## config.mk

```make
export PLATFORM = sky130hd
export DESIGN_NAME = reg_pl_serializer_flat
export DESIGN_NICKNAME = d
export VERILOG_FILES = /design/src/rtl/reg_pl_serializer_pkg.sv /design/src/rtl/reg_pl_serializer_if.sv /design/src/rtl/reg_pl_bitcnt.sv /design/src/rtl/reg_pl_serializer.sv /design/src/flat_wrapper.sv
export SDC_FILE = /design/constraint.sdc
export NUM_CORES = 1
export LEC_CHECK = 0
export BUFFER_PORTS_ARGS = -buffer_cell sky130_fd_sc_hd__buf_2
export CAP_MARGIN = 30
export CORE_UTILIZATION = 40
export DETAILED_ROUTE_END_ITERATION = 10
export GPL_ROUTABILITY_DRIVEN = 0
export PLACE_DENSITY_LB_ADDON = 0.3
export SKIP_CTS_REPAIR_TIMING = 1
export SLEW_MARGIN = 0
export SYNTH_ARGS = -nofsm -noshare
export SYNTH_HDL_FRONTEND = slang
export SYNTH_SLANG_ARGS = --single-unit
```

## constraint.sdc

```tcl
create_clock -name clk -period 3.02 [get_ports clk]
set_input_delay 0.604 -clock clk [delete_from_list [all_inputs] [get_ports clk]]
set_output_delay 0.604 -clock clk [all_outputs]
set_load 0.01 [all_outputs]
```

## src/rtl/reg_pl_serializer_pkg.sv

```systemverilog
// Shared types for the parallel-load register family (serializer and deserializer).
// Holds the FSM state encoding and the counter-width helper.
package reg_pl_serializer_pkg;

  typedef enum logic {
    ST_IDLE  = 1'b0,
    ST_SHIFT = 1'b1
  } state_t;

  // Bits needed to count 0..value-1; never returns less than 1 so a counter always exists.
  function automatic int clog2(input int value);
    int result;
    int v;
    result = 0;
    v = value - 1;
    while (v > 0) begin
      result = result + 1;
      v = v >> 1;
    end
    if (result == 0) result = 1;
    return result;
  endfunction

endpackage

```

## src/rtl/reg_pl_serializer_if.sv

```systemverilog
// Parallel-in / serial-out bus between an upstream word source, the serializer
// and the bit-level consumer.
interface reg_pl_serializer_if #(
  parameter int width = 8
);

  logic [width-1:0] d;
  logic             load_valid;
  logic             load_ready;
  logic             enable;
  logic             so_data;
  logic             so_valid;
  logic             so_last;
  logic             busy;

  modport master (
    output d, load_valid, enable,
    input  load_ready, so_data, so_valid, so_last, busy
  );

  modport slave (
    input  d, load_valid, enable,
    output load_ready, so_data, so_valid, so_last, busy
  );

endinterface

```

## src/rtl/reg_pl_bitcnt.sv

```systemverilog
// Modulo-width up counter. It tracks the bit position inside a word and flags the
// final position.
module reg_pl_bitcnt
  import reg_pl_serializer_pkg::*;
#(
  parameter int width = 8
) (
  input  logic                     clk,
  input  logic                     reset,
  input  logic                     clear,
  input  logic                     incr,
  output logic [clog2(width)-1:0]  count,
  output logic                     terminal
);

  localparam int cnt_w = clog2(width);

  assign terminal = (count == cnt_w'(width - 1));

  // Clear has priority so a new word restarts at bit 0 even on the retiring edge.
  always_ff @(posedge clk or posedge reset) begin
    if (reset) begin
      count <= '0;
    end else if (clear) begin
      count <= '0;
    end else if (incr) begin
      count <= terminal ? '0 : count + 1'b1;
    end
  end

endmodule

```

## src/rtl/reg_pl_serializer.sv

```systemverilog
// Unload side of the parallel-load register family: it takes a word over a valid/ready
// handshake and shifts it out one bit per enabled clock. Back-to-back words leave no gap.
module reg_pl_serializer
  import reg_pl_serializer_pkg::*;
#(
  parameter int               width       = 8,
  parameter logic [width-1:0] reset_value = '0,
  parameter bit               msb_first   = 1'b1
) (
  input  logic                 clk,
  input  logic                 reset,
  reg_pl_serializer_if.slave   bus
);

  localparam int cnt_w = clog2(width);

  generate
    if (width < 2) begin : g_width_check
      $error("reg_pl_serializer: width must be at least 2");
    end
  endgenerate

  state_t             state;
  state_t             state_next;
  logic [width-1:0]   shreg;
  logic [cnt_w-1:0]   count;
  logic               terminal;
  logic               ready_raw;
  logic               shifting;
  logic               load_fire;
  logic               xfer;
  logic               out_bit;

  assign shifting  = (state == ST_SHIFT);
  assign xfer      = shifting & bus.enable;
  assign load_fire = bus.load_valid & bus.load_ready;
  assign out_bit   = msb_first ? shreg[width-1] : shreg[0];

  // load_ready is masked by reset so that it stays low for the whole reset interval.
  assign bus.load_ready = ready_raw & ~reset;
  assign bus.so_valid   = shifting;
  assign bus.busy       = shifting;
  assign bus.so_data    = shifting & out_bit;
  assign bus.so_last    = shifting & terminal;

  always_ff @(posedge clk or posedge reset) begin
    if (reset) begin
      state <= ST_IDLE;
    end else begin
      state <= state_next;
    end
  end

  // In SHIFT, readiness opens only on the last-bit transfer. That edge can accept the next word.
  always_comb begin
    state_next = state;
    ready_raw  = 1'b0;
    case (state)
      ST_IDLE: begin
        ready_raw = 1'b1;
        if (bus.load_valid) state_next = ST_SHIFT;
      end
      ST_SHIFT: begin
        ready_raw = terminal & bus.enable;
        if (xfer && terminal && !bus.load_valid) state_next = ST_IDLE;
      end
      default: state_next = ST_IDLE;
    endcase
  end

  always_ff @(posedge clk or posedge reset) begin
    if (reset) begin
      shreg <= reset_value;
    end else if (load_fire) begin
      shreg <= bus.d;
    end else if (xfer) begin
      if (msb_first) shreg <= {shreg[width-2:0], 1'b0};
      else           shreg <= {1'b0, shreg[width-1:1]};
    end
  end

  reg_pl_bitcnt #(
    .width (width)
  ) u_bitcnt (
    .clk      (clk),
    .reset    (reset),
    .clear    (load_fire),
    .incr     (xfer),
    .count    (count),
    .terminal (terminal)
  );

endmodule

```

## src/flat_wrapper.sv

```systemverilog
// flat-port wrapper written by rule: the top's interface ports become plain ports
module reg_pl_serializer_flat import reg_pl_serializer_pkg::*;
#(
  parameter int               width       = 8,
  parameter logic [width-1:0] reset_value = '0,
  parameter bit               msb_first   = 1'b1
)
  (clk, reset, bus_d, bus_load_valid, bus_enable, bus_load_ready, bus_so_data, bus_so_valid, bus_so_last, bus_busy);
  reg_pl_serializer_if #(.width(width)) bus_i ();
  input  logic clk;
  input  logic reset;
  input wire logic [$bits(bus_i.d)-1:0] bus_d;
  input wire logic [$bits(bus_i.load_valid)-1:0] bus_load_valid;
  input wire logic [$bits(bus_i.enable)-1:0] bus_enable;
  output wire logic [$bits(bus_i.load_ready)-1:0] bus_load_ready;
  output wire logic [$bits(bus_i.so_data)-1:0] bus_so_data;
  output wire logic [$bits(bus_i.so_valid)-1:0] bus_so_valid;
  output wire logic [$bits(bus_i.so_last)-1:0] bus_so_last;
  output wire logic [$bits(bus_i.busy)-1:0] bus_busy;
  assign bus_i.d = bus_d;
  assign bus_i.load_valid = bus_load_valid;
  assign bus_i.enable = bus_enable;
  assign bus_load_ready = bus_i.load_ready;
  assign bus_so_data = bus_i.so_data;
  assign bus_so_valid = bus_i.so_valid;
  assign bus_so_last = bus_i.so_last;
  assign bus_busy = bus_i.busy;
  reg_pl_serializer #(.width(width), .reset_value(reset_value), .msb_first(msb_first)) u_core (.clk(clk), .reset(reset), .bus(bus_i));
endmodule
```

==> results of run 1 <==
[worst reg2reg max path: cells and delay by family, from the launching register on]
| kind | cells | cell delay (ps) |
|---|---|---|
| fa+ha+maj | 2 | 430 |
| flops | 1 | 400 |
| mux | 1 | 320 |
| compound gates | 1 | 200 |
| buf+inv | 1 | 190 |
| simple gates | 1 | 60 |
[cells in the mapped netlist]
library cell,n
sky130_fd_sc_hd__mux2i_1,2
sky130_fd_sc_hd__nand2_2,1
sky130_fd_sc_hd__and2_1,2
sky130_fd_sc_hd__a21oi_1,2
sky130_fd_sc_hd__ha_1,2
sky130_fd_sc_hd__or2_2,1
sky130_fd_sc_hd__nor3b_2,1
sky130_fd_sc_hd__mux2_4,12
sky130_fd_sc_hd__a21boi_2,1
sky130_fd_sc_hd__nand2_1,3
sky130_fd_sc_hd__nand3_1,2
sky130_fd_sc_hd__dfrtp_1,12
sky130_fd_sc_hd__buf_6,1
sky130_fd_sc_hd__buf_4,2
sky130_fd_sc_hd__inv_1,2
sky130_fd_sc_hd__mux2_2,2
sky130_fd_sc_hd__nor2_1,3
[final cells by class]
cell class	instances	area, um^2	area share (%)
Tap cell	16	20.0	2.58
Sequential cell	12	300	38.6
Inverter	2	7.51	0.966
Multi-Input combinational cell	34	339	43.6
Timing Repair Buffer	17	87.6	11.3
Clock buffer	3	22.5	2.90
[sequential cells by signal (all words and copies together), names as in the netlist]
signal                 flops
u_core.u_bitcnt.count      3
u_core.bus.busy            1
u_core.shreg               8
[routing by layer]
| layer | routed length (um) | vias up | share of wire (%) | global-route usage [%] |
|---|---|---|---|---|
| li1 | - | 208 | - | - |
| met5 | 0 | - | 0 | 0 |
| met1 | 484 | 203 | 46 | 17.8 |
| met3 | 62 | 2 | 5.9 | 8.94 |
| met4 | 13 | 0 | 1.2 | 5.45 |
| met2 | 499 | 9 | 47 | 20.3 |
[per-stage QoR]
| step | util, % | setup slack (ps) | power, mW | cell area, um^2 |
|---|---|---|---|---|
| 6_report | 50.4 | 949 | 0.530 | 777 |
| 5_1_grt | 50.4 | 824 | 0.576 | 777 |
| 4_1_cts | 50.4 | 935 | 0.540 | 777 |
| 3_5_place_dp | 48.9 | 1240 | 0.442 | 754 |
| 3_3_place_gp | 48.9 | 1250 | 0.434 | 754 |
| 2_1_floorplan | - | 1390 | 0.399 | 673 |
[worst max path at each step]
stage	from	endpoint	slack, ps	cells past startpoint
2_1_floorplan	u_core.u_bitcnt.count[0]	bus_load_ready	1390	4
3_5_place_dp	u_core.u_bitcnt.count[0]	bus_load_ready	1240	5
4_1_cts	u_core.u_bitcnt.count[0]	bus_load_ready	940	5
3_3_place_gp	u_core.u_bitcnt.count[0]	bus_load_ready	1250	5
5_1_grt	u_core.u_bitcnt.count[0]	bus_load_ready	820	5
6_report	u_core.u_bitcnt.count[0]	bus_load_ready	950	5
[power groups by stage]
stage | registers [mW] | clock network (mW) | logic (mW)
floorplan | 0.237 | 0 | 0.161
CTS | 0.243 | 0.0985 | 0.198
global route | 0.250 | 0.107 | 0.219
global placement | 0.245 | 0 | 0.189
detailed placement | 0.244 | 0 | 0.198
finish | 0.243 | 0.0939 | 0.194
[kinds of logic (layout without fill, tap and decap cells)]
group | Yosys count | count (layout) | share of synthesized area (%)
fa+ha+maj | 2 | 2 | 3.72
flops | 12 | 12 | 44.6
mux | 16 | 16 | 33.1
buf+inv | 5 | 22 | 5.02
compound gates | 3 | 3 | 3.16
simple gates | 13 | 13 | 10.4
==> metrics.md, run 1 <==
| Metric | Value |
|---|---|
| Run status | `finished, final reports clean` |
| Post-DP HPWL | `792 um` |
| Fraction of post-synthesis cell area in the top cell type by area | `44.6%` |
| Global-route usage over all layers | `14.4%` |
| Power Density | `683 nW/um^2` |
| Register-to-register setup slack | `1320 ps` |
| Grt ovf | `0` |
| Path type of the worst min-delay path | `in -> async` |
| Boundary pin count | `17` |
| Total core area | `1540 um^2` |
| Least-Margin Pin Slew | `446 ps` |
| Vertical die dimension | `43.0 um` |
| Buffer depth of the longest clock path | `2` |
| Top cells by area, synth | `sky130_fd_sc_hd__dfrtp_1 (45%), sky130_fd_sc_hd__mux2_4 (27%), sky130_fd_sc_hd__ha_1 (3.7%), sky130_fd_sc_hd__mux2_2 (3.3%), sky130_fd_sc_hd__mux2i_1 (3.0%)` |
| WL final | `1.06 mm` |
| Final setup violation count | `0` |
| Die Outline Area | `1850 um^2` |
| Switching share of power | `28.5%` |
| Number of buffers added on ports | `16` |
| Remaining design rule violation count | `0` |
| Path depth of the worst reg2reg path | `6` |
| Post-Route Hold Slack | `353 ps` |
| Leading cell type in the layout, fill and taps excluded | `sky130_fd_sc_hd__buf_2` |
| CTS tree | `yes` |
| Data arrival time of the critical path | `1470 ps` |
| X dimension of the die | `43.0 um` |
| 1st-iter DRT viols | `2` |
| Cell-by-cell listing of the critical path | `ha_1 > ha_1 > a21boi_2 > nor2_1 > buf_2` |
| Sequential Power Share | `45.8%` |
| Max frequency | `483 MHz` |
| Clk network pwr share | `17.7%` |
| Stage delay of the slowest cell on the critical path | `400 ps` |
| Classification of the worst setup path | `reg -> out` |
| End of the worst register-to-register path | `u_core.shreg[2]` |
| Count of endpoints failing hold in the final timing report | `0` |
| # placed instances | `81` |
| Final-stage net count | `84` |
| Post-route insts no fill | `84` |
| Clock Latency Late Sink | `270 ps` |
| Internal Pwr Total | `0.379 mW` |
| Initial core utilization | `43.7%` |
| CP max FO | `3` |
| Syn nets | `65` |
| Antenna viol nets, final | `0` |
| Wirelength per Cell | `12.6 um` |
| Clock sink count | `12` |
| Data required time of the worst path | `2420 ps` |
| Critical Path Sink Type | `primary output` |
| First-pass detailed-route iteration total | `2` |
| Total via count after detailed routing | `422` |
| CTS buffer count | `3` |
| Sequential cell area fraction in the yosys report | `44.6%` |
| Reg2reg start | `u_core.u_bitcnt.count[0]` |
| Total buffers and inverters traversed by the critical path | `1` |
| Setup TNS after final layout | `0 ps` |
| Number of slew-limit violations in the final report | `0` |
| Filler cell count | `159` |
| Post-route fraction of the period consumed by the critical path | `68.6%` |
| H-tree Lvls | `1` |
| Peak VDD IR | `0.000427 V` |
| Sw power | `0.151 mW` |
| Gate count after technology mapping | `51` |
| Root Buffer | `sky130_fd_sc_hd__clkbuf_4` |
| Yosys top cell by area | `sky130_fd_sc_hd__dfrtp_1` |
| Layout Area Growth over Synthesis | `15.4%` |
| Startpoint class of the critical path | `flop` |
| Flip-flop and latch count after synthesis | `12` |
| Slowest cell on the critical path | `sky130_fd_sc_hd__dfrtp_1` |
| Number of max-capacitance violations reported | `0` |
| Combinational share of power | `36.5%` |
| Number of antenna violations at the first check in global routing | `0` |
| Ratio of cells with drive above 1 in the final layout | `55.9%` |
| Reg clk slew, reported paths | `70 ps` |
| Antenna fix cells | `0` |
| RSZ-0062 raised after global routing | `no` |
| Top cell by count, worst path | `sky130_fd_sc_hd__ha_1` |
| Commonest non-fill, non-tap cells in the layout | `sky130_fd_sc_hd__buf_2 (16), sky130_fd_sc_hd__mux2_4 (12), sky130_fd_sc_hd__dfrtp_1 (12)` |
| Number of core rows | `14` |
| Pin count of the biggest net entering global routing | `13` |
| Post-detailed-route via-to-cell ratio | `5.02` |
| Global-route wire length before repair | `1.81 mm` |
| Shortest period the worst path allows | `2070 ps` |
| YS warnings | `0` |
| Maximum clock skew at final layout | `4.75 ps` |
| Number of distinct library cells after synthesis | `17` |
| Area of the mapped netlist | `673 um^2` |
| Family with the most delay on the worst path | `adder cells` |
| Worst slew margin relative to its limit | `70.2%` |
| Synthesized area per cell | `13.2 um^2` |
| Leakage power of the design | `0.406 nW` |
| Via count of the first global-routing pass | `414` |
No activity file was read; power rests on OpenSTA's default activity.
==> inputs of run 2 (changes only) <==
Clock period 3.02 ns to 1.8 ns, I/O delays scaled along.
==> metrics.md, run 2 (synthesis gave the netlist of run 1 again) <==
| Metric | Value |
|---|---|
| Number of slew-limit violations in the final report | `0` |
| Leading cell type in the layout, fill and taps excluded | `sky130_fd_sc_hd__buf_2` |
| Data required time of the worst path | `1960 ps` |
| Worst path depth | `7` |
| H-tree Lvls | `1` |
| Post-route fraction of the period consumed by the critical path | `98.4%` |
| Vertical die dimension | `43.0 um` |
| Die Outline Area | `1850 um^2` |
| Reg clk slew, reported paths | `80 ps` |
| Max frequency | `564 MHz` |
| Number of buffers added on ports | `16` |
| Cell area after layout | `896 um^2` |
| Remaining design rule violation count | `0` |
| Slowest cell on the critical path | `sky130_fd_sc_hd__dfrtp_1` |
| Final setup violation count | `0` |
| Startpoint class of the critical path | `flop` |
| Critical Path Sink Type | `flop` |
| Clock Latency Late Sink | `270 ps` |
| Number of antenna violations at the first check in global routing | `0` |
| WL final | `1.19 mm` |
| Maximum clock skew at final layout | `0.665 ps` |
| Stage delay of the slowest cell on the critical path | `360 ps` |
| Path type of the worst min-delay path | `in -> async` |
| X dimension of the die | `43.0 um` |
| Final-stage net count | `93` |
| Buffer depth of the longest clock path | `2` |
| Commonest non-fill, non-tap cells in the layout | `sky130_fd_sc_hd__buf_2 (15), sky130_fd_sc_hd__mux2_4 (12), sky130_fd_sc_hd__dfrtp_1 (12)` |
| Top cell by count, worst path | `sky130_fd_sc_hd__buf_4` |
| Layout Area Growth over Synthesis | `33.1%` |
| First-pass detailed-route iteration total | `3` |
| CTS buffer count | `3` |
| 1st-iter DRT viols | `6` |
| Register-to-register setup slack | `30 ps` |
| Power after layout | `1.06 mW` |
| Root Buffer | `sky130_fd_sc_hd__clkbuf_4` |
| Boundary pin count | `17` |
| Number of core rows | `14` |
| Worst slew margin relative to its limit | `68.1%` |
| Pin count of the biggest net entering global routing | `13` |
| Family with the most delay on the worst path | `flip-flops` |
| Run status | `finished, final reports clean` |
| Antenna fix cells | `0` |
| End of the worst register-to-register path | `u_core.shreg[3]` |
| Power Density | `1190 nW/um^2` |
| Data arrival time of the critical path | `1940 ps` |
| Post-DP HPWL | `784 um` |
| Final worst slack | `28.4 ps` |
| Wirelength per Cell | `12.7 um` |
| CP startpoint | `u_core.u_bitcnt.count[0]` |
| Ratio of cells with drive above 1 in the final layout | `65.4%` |
| Worst-case setup slack after placement | `-294 ps` |
| Shortest period the worst path allows | `1770 ps` |
| Post-detailed-route via-to-cell ratio | `4.97` |
| Total buffers and inverters traversed by the critical path | `2` |
| Total via count after detailed routing | `467` |
| Via count of the first global-routing pass | `438` |
| CP max FO | `5` |
| Clock sink count | `12` |
| Global-route usage over all layers | `13.8%` |
| Total core area | `1540 um^2` |
| Antenna viol nets, final | `0` |
| Least-Margin Pin Slew | `477 ps` |
| Grt ovf | `0` |
| CTS tree | `yes` |
| Flip-flop count of the largest register, all copies and words added | `8` |
| Peak VDD IR | `0.000548 V` |
| Global-route wire length before repair | `1.84 mm` |
| Critical Path Sink | `u_core.shreg[3]` |
| Largest Register | `u_core.shreg` |
| Initial core utilization | `43.7%` |
| Leakage power of the design | `0.471 nW` |
| Number of max-capacitance violations reported | `0` |
| Reg2reg start | `u_core.u_bitcnt.count[0]` |
| Cell-by-cell listing of the critical path | `ha_2 > ha_4 > a21boi_4 > buf_4 > nor3b_4 > buf_4 > mux2_4` |
| Path depth of the worst reg2reg path | `7` |
| Count of endpoints failing hold in the final timing report | `0` |
| Classification of the worst setup path | `reg -> reg` |
| Cell area after placement | `785 um^2` |
## run 2: where the power goes
part / total (mW) / internal [mW] / switching (mW)
Clock: 0.219 / 0.123 / 0.0965
Combinational: 0.436 / 0.285 / 0.151
Sequential: 0.407 / 0.355 / 0.0516
## run 2: area by class of cell
type	instances	area, um^2
fill	140	646
multi-input combinational	34	370
sequential	12	300
timing repair buffer	26	161
clock buffer	4	36.3
tap	16	20.0
inverter	2	7.51
## run 2: per-stage QoR
step,util (%),hold slack [ps],setup TNS (ps),instances
floorplan,-,225,0,51
global placement,50.9,430,-1500,85
detailed placement,50.9,428,-1840,85
CTS,53.2,122,-2200,89
global route,58.1,152,-218,94
finish,58.1,125,0,94
## run 2: worst min path at each step
stage                                     endpoint  startpoint  slack, ps  cells past startpoint
final                              u_core.shreg[7]       reset        120                      2
after global routing               u_core.shreg[7]       reset        150                      2
after detailed placement           u_core.bus.busy       reset        430                      2
after CTS                          u_core.shreg[7]       reset        120                      2
after floorplan                    u_core.bus.busy       reset        220                      1
after global placement    u_core.u_bitcnt.count[0]       reset        430                      2
## run 2: layer usage
metal  up-vias  share of wire (%)  global-route usage (%)
met3         2                3.0                    2.55
met2         6                 47                    19.7
met1       232                 50                    19.0
met5         -                  0                       0
li1        227                  -                       -
met4         0               0.59                    9.09
